### src/rtl/pixel_line_bank_ctrl_if.sv
// Bus bundle between the line bank controller, the LCD capture side, the LED
// row driver and the dual-port pixel RAM.
interface pixel_line_bank_ctrl_if #(
  parameter int unsigned DATA_WIDTH = 24,
  parameter int unsigned ADDR_WIDTH = 9,
  parameter int unsigned CNT_WIDTH  = 8
);
  logic                  lcd_line_start;
  logic                  lcd_valid;
  logic [DATA_WIDTH-1:0] lcd_data;
  logic                  lcd_ready;
  logic                  led_line_ready;
  logic                  led_rd_en;
  logic                  led_valid;
  logic [DATA_WIDTH-1:0] led_data;
  logic [CNT_WIDTH-1:0]  overrun_count;
  logic                  ram_we_a;
  logic [ADDR_WIDTH-1:0] ram_addr_a;
  logic [DATA_WIDTH-1:0] ram_data_a;
  logic [ADDR_WIDTH-1:0] ram_addr_b;
  logic [DATA_WIDTH-1:0] ram_q_b;

  // Environment side: LCD source, LED reader and the RAM read data.
  modport master (
    output lcd_line_start, lcd_valid, lcd_data, led_rd_en, ram_q_b,
    input  lcd_ready, led_line_ready, led_valid, led_data, overrun_count,
           ram_we_a, ram_addr_a, ram_data_a, ram_addr_b
  );

  // Controller side.
  modport slave (
    input  lcd_line_start, lcd_valid, lcd_data, led_rd_en, ram_q_b,
    output lcd_ready, led_line_ready, led_valid, led_data, overrun_count,
           ram_we_a, ram_addr_a, ram_data_a, ram_addr_b
  );
endinterface

### src/rtl/pixel_line_bank_ctrl.sv
// Ping-pong line scheduler: LCD pixels fill one RAM bank while the LED side
// drains the other; banks change hands only on whole-line boundaries.
module pixel_line_bank_ctrl #(
  parameter int unsigned DATA_WIDTH  = 24,
  parameter int unsigned ADDR_WIDTH  = 9,
  parameter int unsigned LINE_PIXELS = 256,
  parameter int unsigned CNT_WIDTH   = 8
) (
  input  logic                   clk,
  input  logic                   reset_n,
  pixel_line_bank_ctrl_if.slave  bus
);

  localparam int unsigned PTR_WIDTH = ADDR_WIDTH - 1;
  localparam logic [PTR_WIDTH-1:0] LAST_PTR = PTR_WIDTH'(LINE_PIXELS - 1);

  logic                 wr_bank, rd_bank;
  logic [PTR_WIDTH-1:0] wr_ptr, rd_ptr;
  logic [1:0]           full;
  logic                 led_valid_q;
  logic [CNT_WIDTH-1:0] overrun_q;

  logic                 wr_ready, wr_acc, wr_last, drop;
  logic                 rd_ready, rd_acc, rd_last;
  logic [PTR_WIDTH-1:0] wr_base, wr_ptr_nxt, rd_ptr_nxt;
  logic                 wr_bank_nxt, rd_bank_nxt;
  logic [1:0]           full_nxt;
  logic [CNT_WIDTH-1:0] overrun_nxt;

  // Next-state: line_start rebases the write pointer before the accept applies.
  always_comb begin
    wr_ready    = !full[wr_bank];
    wr_acc      = bus.lcd_valid & wr_ready;
    drop        = bus.lcd_valid & !wr_ready;
    wr_base     = bus.lcd_line_start ? '0 : wr_ptr;
    wr_last     = wr_acc && (wr_base == LAST_PTR);
    rd_ready    = full[rd_bank];
    rd_acc      = bus.led_rd_en & rd_ready;
    rd_last     = rd_acc && (rd_ptr == LAST_PTR);

    wr_ptr_nxt  = wr_base;
    wr_bank_nxt = wr_bank;
    rd_ptr_nxt  = rd_ptr;
    rd_bank_nxt = rd_bank;
    full_nxt    = full;
    overrun_nxt = overrun_q;

    if (wr_acc) begin
      wr_ptr_nxt  = wr_last ? '0 : wr_base + PTR_WIDTH'(1);
      wr_bank_nxt = wr_bank ^ wr_last;
    end
    if (rd_acc) begin
      rd_ptr_nxt  = rd_last ? '0 : rd_ptr + PTR_WIDTH'(1);
      rd_bank_nxt = rd_bank ^ rd_last;
    end
    // Writer and reader finishing together always hit opposite banks.
    if (wr_last) full_nxt[wr_bank] = 1'b1;
    if (rd_last) full_nxt[rd_bank] = 1'b0;
    if (drop && (overrun_q != '1)) overrun_nxt = overrun_q + CNT_WIDTH'(1);
  end

  always_ff @(posedge clk or negedge reset_n) begin
    if (!reset_n) begin
      wr_bank     <= 1'b0;
      rd_bank     <= 1'b0;
      wr_ptr      <= '0;
      rd_ptr      <= '0;
      full        <= '0;
      led_valid_q <= 1'b0;
      overrun_q   <= '0;
    end else begin
      wr_bank     <= wr_bank_nxt;
      rd_bank     <= rd_bank_nxt;
      wr_ptr      <= wr_ptr_nxt;
      rd_ptr      <= rd_ptr_nxt;
      full        <= full_nxt;
      led_valid_q <= rd_acc;
      overrun_q   <= overrun_nxt;
    end
  end

  assign bus.lcd_ready      = wr_ready;
  assign bus.led_line_ready = rd_ready;
  assign bus.led_valid      = led_valid_q;
  assign bus.led_data       = bus.ram_q_b;
  assign bus.overrun_count  = overrun_q;
  assign bus.ram_we_a       = wr_acc;
  assign bus.ram_addr_a     = {wr_bank, wr_base};
  assign bus.ram_data_a     = bus.lcd_data;
  assign bus.ram_addr_b     = {rd_bank, rd_ptr};

endmodule
### src/flat_wrapper.sv
// flat-port wrapper written by rule: the top's interface ports become plain ports
module pixel_line_bank_ctrl_flat 
#(
  parameter int unsigned DATA_WIDTH  = 24,
  parameter int unsigned ADDR_WIDTH  = 9,
  parameter int unsigned LINE_PIXELS = 256,
  parameter int unsigned CNT_WIDTH   = 8
)
  (clk, reset_n, bus_lcd_line_start, bus_lcd_valid, bus_lcd_data, bus_led_rd_en, bus_ram_q_b, bus_lcd_ready, bus_led_line_ready, bus_led_valid, bus_led_data, bus_overrun_count, bus_ram_we_a, bus_ram_addr_a, bus_ram_data_a, bus_ram_addr_b);
  pixel_line_bank_ctrl_if #(.DATA_WIDTH(DATA_WIDTH), .ADDR_WIDTH(ADDR_WIDTH), .CNT_WIDTH(CNT_WIDTH)) bus_i ();
  input  logic clk;
  input  logic reset_n;
  input wire logic [$bits(bus_i.lcd_line_start)-1:0] bus_lcd_line_start;
  input wire logic [$bits(bus_i.lcd_valid)-1:0] bus_lcd_valid;
  input wire logic [$bits(bus_i.lcd_data)-1:0] bus_lcd_data;
  input wire logic [$bits(bus_i.led_rd_en)-1:0] bus_led_rd_en;
  input wire logic [$bits(bus_i.ram_q_b)-1:0] bus_ram_q_b;
  output wire logic [$bits(bus_i.lcd_ready)-1:0] bus_lcd_ready;
  output wire logic [$bits(bus_i.led_line_ready)-1:0] bus_led_line_ready;
  output wire logic [$bits(bus_i.led_valid)-1:0] bus_led_valid;
  output wire logic [$bits(bus_i.led_data)-1:0] bus_led_data;
  output wire logic [$bits(bus_i.overrun_count)-1:0] bus_overrun_count;
  output wire logic [$bits(bus_i.ram_we_a)-1:0] bus_ram_we_a;
  output wire logic [$bits(bus_i.ram_addr_a)-1:0] bus_ram_addr_a;
  output wire logic [$bits(bus_i.ram_data_a)-1:0] bus_ram_data_a;
  output wire logic [$bits(bus_i.ram_addr_b)-1:0] bus_ram_addr_b;
  assign bus_i.lcd_line_start = bus_lcd_line_start;
  assign bus_i.lcd_valid = bus_lcd_valid;
  assign bus_i.lcd_data = bus_lcd_data;
  assign bus_i.led_rd_en = bus_led_rd_en;
  assign bus_i.ram_q_b = bus_ram_q_b;
  assign bus_lcd_ready = bus_i.lcd_ready;
  assign bus_led_line_ready = bus_i.led_line_ready;
  assign bus_led_valid = bus_i.led_valid;
  assign bus_led_data = bus_i.led_data;
  assign bus_overrun_count = bus_i.overrun_count;
  assign bus_ram_we_a = bus_i.ram_we_a;
  assign bus_ram_addr_a = bus_i.ram_addr_a;
  assign bus_ram_data_a = bus_i.ram_data_a;
  assign bus_ram_addr_b = bus_i.ram_addr_b;
  pixel_line_bank_ctrl #(.DATA_WIDTH(DATA_WIDTH), .ADDR_WIDTH(ADDR_WIDTH), .LINE_PIXELS(LINE_PIXELS), .CNT_WIDTH(CNT_WIDTH)) u_core (.clk(clk), .reset_n(reset_n), .bus(bus_i));
endmodule
### config.mk
export PLATFORM = sky130hd
export DESIGN_NAME = pixel_line_bank_ctrl_flat
export DESIGN_NICKNAME = d
export VERILOG_FILES = /design/src/rtl/pixel_line_bank_ctrl_if.sv /design/src/rtl/pixel_line_bank_ctrl.sv /design/src/flat_wrapper.sv
export SDC_FILE = /design/constraint.sdc
export NUM_CORES = 1
export LEC_CHECK = 0
export ABC_AREA = 0
export BUFFER_PORTS_ARGS = -buffer_cell sky130_fd_sc_hd__buf_2
export CORE_ASPECT_RATIO = 1.75
export CORE_MARGIN = 4
export CORE_UTILIZATION = 30
export CTS_BUF_LIST = sky130_fd_sc_hd__clkbuf_16
export CTS_CLUSTER_DIAMETER = 80
export CTS_CLUSTER_SIZE = 10
export DETAILED_ROUTE_END_ITERATION = 16
export GPL_TIMING_DRIVEN = 0
export PLACE_DENSITY = 0.58
export SYNTH_ARGS = -nofsm -noshare
export SYNTH_HDL_FRONTEND = slang
export SYNTH_SLANG_ARGS = --single-unit
### constraint.sdc
create_clock -name clk -period 3.74 [get_ports clk]
set_input_delay 0.561 -clock clk [delete_from_list [all_inputs] [get_ports clk]]
set_output_delay 0.561 -clock clk [all_outputs]
set_load 0.05 [all_outputs]
==> impl_metrics.py <==
metrics = {
    "timing": {
        "fmax_ghz": 0.4615,
        "fin_crit_ns": 2.167,
        "fin_tns_setup_ns": 0,
        "drv_slew": 0,
        "hold_viol_final": 0,
        "finClkSkew_ns": 0.007966,
        "worst_slack_ns": 1.573,
        "rsz0062_at_grt": "no",
        "slew_headroom": 0.5605,
        "setup_viol_count_final": 0,
        "worst_pin_slew_ns": 0.6593,
        "fin_crit_sh": 0.5794,
    },
    "synth": {
        "async_flop_share": 1.000,
        "yosys_warnings": 0,
        "yosysTopAreaCell": "dfrtp_1",
        "yosysTopAreaCellShare": 0.3908,
        "synth-seq-cells": 29,
        "yosysSeqAreaShare": 0.3908,
        "synth.area.top_cells": "dfrtp_1, buf_4, xor2_1",
        "synthCells": 186,
        "synth.cell_area_um2": 1857,
        "synth_top_flop_cell": "dfrtp_1",
        "synth_cell_types": 39,
        "synth_fp_nets": 242,
        "syn_avg_cell_area_um2": 9.983,
        "synth_edf_count": 0,
    },
    "floorplan": {
        "rows": 37,
        "ioPinCount": 131,
        "start_util": 0.3133,
        "die_h_um": 112.1,
        "die_w_um": 67.47,
        "die_area_um2": 7562,
        "core_area_um2": 5926,
    },
    "route": {
        "wl_per_cell_um": 12.32,
        "wl_mm": 4.360,
        "vias_per_cell": 4.401,
        "drtIter0Drc": 34,
        "drtPass1Iterations": 4,
        "antenna_left": 0,
        "drc": 0,
        "num_vias": 1558,
    },
    "global_routing": {
        "antenna_found_initial": 0,
        "grt.overflow.total": 0,
        "grt_pass1_vias": 1502,
        "grt.total_usage": 0.1174,
        "grt_max_degree": 30,
        "grtUsageMet1": 0.1314,
        "busiest_layer": "met2",
        "use_met2": 0.2023,
        "grt_pass1_wl_mm": 6.900,
        "use_met3": 0.02903,
    },
    "cells_and_area": {
        "fillCellCount": 612,
        "diodes": 0,
        "area_growth_pct": 36.32,
        "final_nets": 331,
        "fin_cells": 354,
        "drive_gt1_frac": 0.5616,
    },
    "worst_setup_path": {
        "crit_required_ns": 3.18,
        "cp_data_arrival_time_ns": 1.61,
        "cp-start-kind": "flip-flop",
        "crit_path_end_kind": "output pin",
        "worst-path-max-fanout": 6,
        "criticalPathCategory": "reg2out",
    },
    "clock_network": {
        "cts_tree": "built",
        "clk_latency_ns": 0.28,
        "cts.repair.resized": 0,
        "cts_setup_buffers": 0,
        "numCtsBuffers": 5,
        "h-tree-depth": 2,
        "holdBufCountCts": 0,
        "cts.clk_slew.worst_paths_ns": 0.05,
        "clock_path_buffers": 2,
        "clock_sinks": 29,
        "clockRootBuffer": "clkbuf_16",
    },
    "worst_hold_path": {
        "min_path_type": "in2async",
    },
    "run": {
        "maxCapViolations": 0,
    },
    "pwr": {
        "finalPower_uw": 963.0,
        "power.density_nw_per_um2": 380.4,
        "irDropWorstVdd_mv": 0.1707,
        "p_leak_uw": 0.001388,
    },
    "placement": {
        "place_hpwl_mm": 3.516,
        "dp_slack_ns": 1.625,
        "dp_cells": 346,
        "portBuffers": 82,
        "globalplace.congestion": 0.7393,
    },
    "outcome": {
        "status": "finished, final reports clean",
    },
}
path summary, 6_finish.rpt:
path / startpoint / endpoint / slack (ns) / cells after the start
max in group asynchronous: reset_n / u_core.wr_ptr[7] / 2.99 / 1
min in group clk: u_core.bus.overrun_count[7] / u_core.bus.overrun_count[7] / 0.50 / 1
setup reg to reg: u_core.bus.overrun_count[0] / u_core.bus.overrun_count[1] / 2.16 / 4
hold reg to reg: u_core.bus.overrun_count[7] / u_core.bus.overrun_count[7] / 0.50 / 1
setup / recovery: u_core.wr_bank / bus_ram_we_a / 1.57 / 5
hold / removal: reset_n / u_core.rd_ptr[0] / 0.31 / 1
stage by stage:
step / utilization / area (um^2) / hold slack (ns)
floorplan: - / 1857 / 0.2654
global placement: 0.3991 / 2365 / 0.4807
detailed placement: 0.3991 / 2365 / 0.4784
CTS: 0.4272 / 2531 / 0.3490
global route: 0.4272 / 2531 / 0.3720
finish: 0.4272 / 2531 / 0.3123
cells in the final DEF, fill, tap and decap left out, drive strengths merged, types with 2 or more instances in the layout:
master	instances
buf	134
dfrtp	29
nor2	11
xor2	10
nand2	9
nand3	9
nor3	8
nor2b	7
xnor2	7
inv	7
nand4	7
clkbuf	5
o21ai	4
mux2	4
ha	3
mux2i	2
a2bb2oi	2
a21oi	2
clkinv	2
and2	2
final cells by class:
cell class,count,area [um^2],share of cell area
Tap cell,78,97.59,0.03856
Buffer,52,391.6,0.1547
Inverter,8,35.03,0.01384
Timing Repair Buffer,82,410.4,0.1621
Sequential cell,29,725.7,0.2867
Multi-Input combinational cell,97,704.4,0.2783
Clock inverter,3,41.29,0.01631
Clock buffer,5,125.1,0.04943
synth_stat cells (4+ instances only):
cell / instances
buf_4: 50
dfrtp_1: 29
inv_1: 6
nand2_1: 9
nand3_1: 8
nand4_1: 5
nor2_1: 10
nor2b_1: 7
nor3_1: 7
o21ai_0: 4
xnor2_1: 7
xor2_1: 10
where the power goes:
part | internal (uW) | switching, uW | leakage [uW]
logic | 56.4 | 136 | 0.000929
clock network | 311 | 141 | 0.0000775
registers | 317 | 1.26 | 0.000381
total | 684 | 279 | 0.00139
state kept, by name (all words and copies together) (netlist names):
register	flops
u_core.bus.led_valid	1
u_core.bus.overrun_count	8
u_core.full	2
u_core.rd_bank	1
u_core.rd_ptr	8
u_core.wr_bank	1
u_core.wr_ptr	8
routing by layer:
metal	vias to the layer above	wire length, um
li1	745	-
met1	708	1526
met2	100	2214
met3	5	551
met4	0	68
met5	-	0
worst max-delay path, cell delays in order (launching register included):
cell	delay, ns
dfrtp_1	0.41
mux2_4	0.35
clkinv_4	0.08
nand2_1	0.08
inv_2	0.13
buf_2	0.28
cell families after synthesis:
logic type / share of synthesized area
buffers and inverters: 0.2298
and+or+nand+nor: 0.1840
DFF: 0.3908
xor gates and xnor gates: 0.08019
AOI/OAI and AO/OA: 0.05392
muxes: 0.04110
adders and majority gates: 0.02022
(Power assumes the default switching activity.)
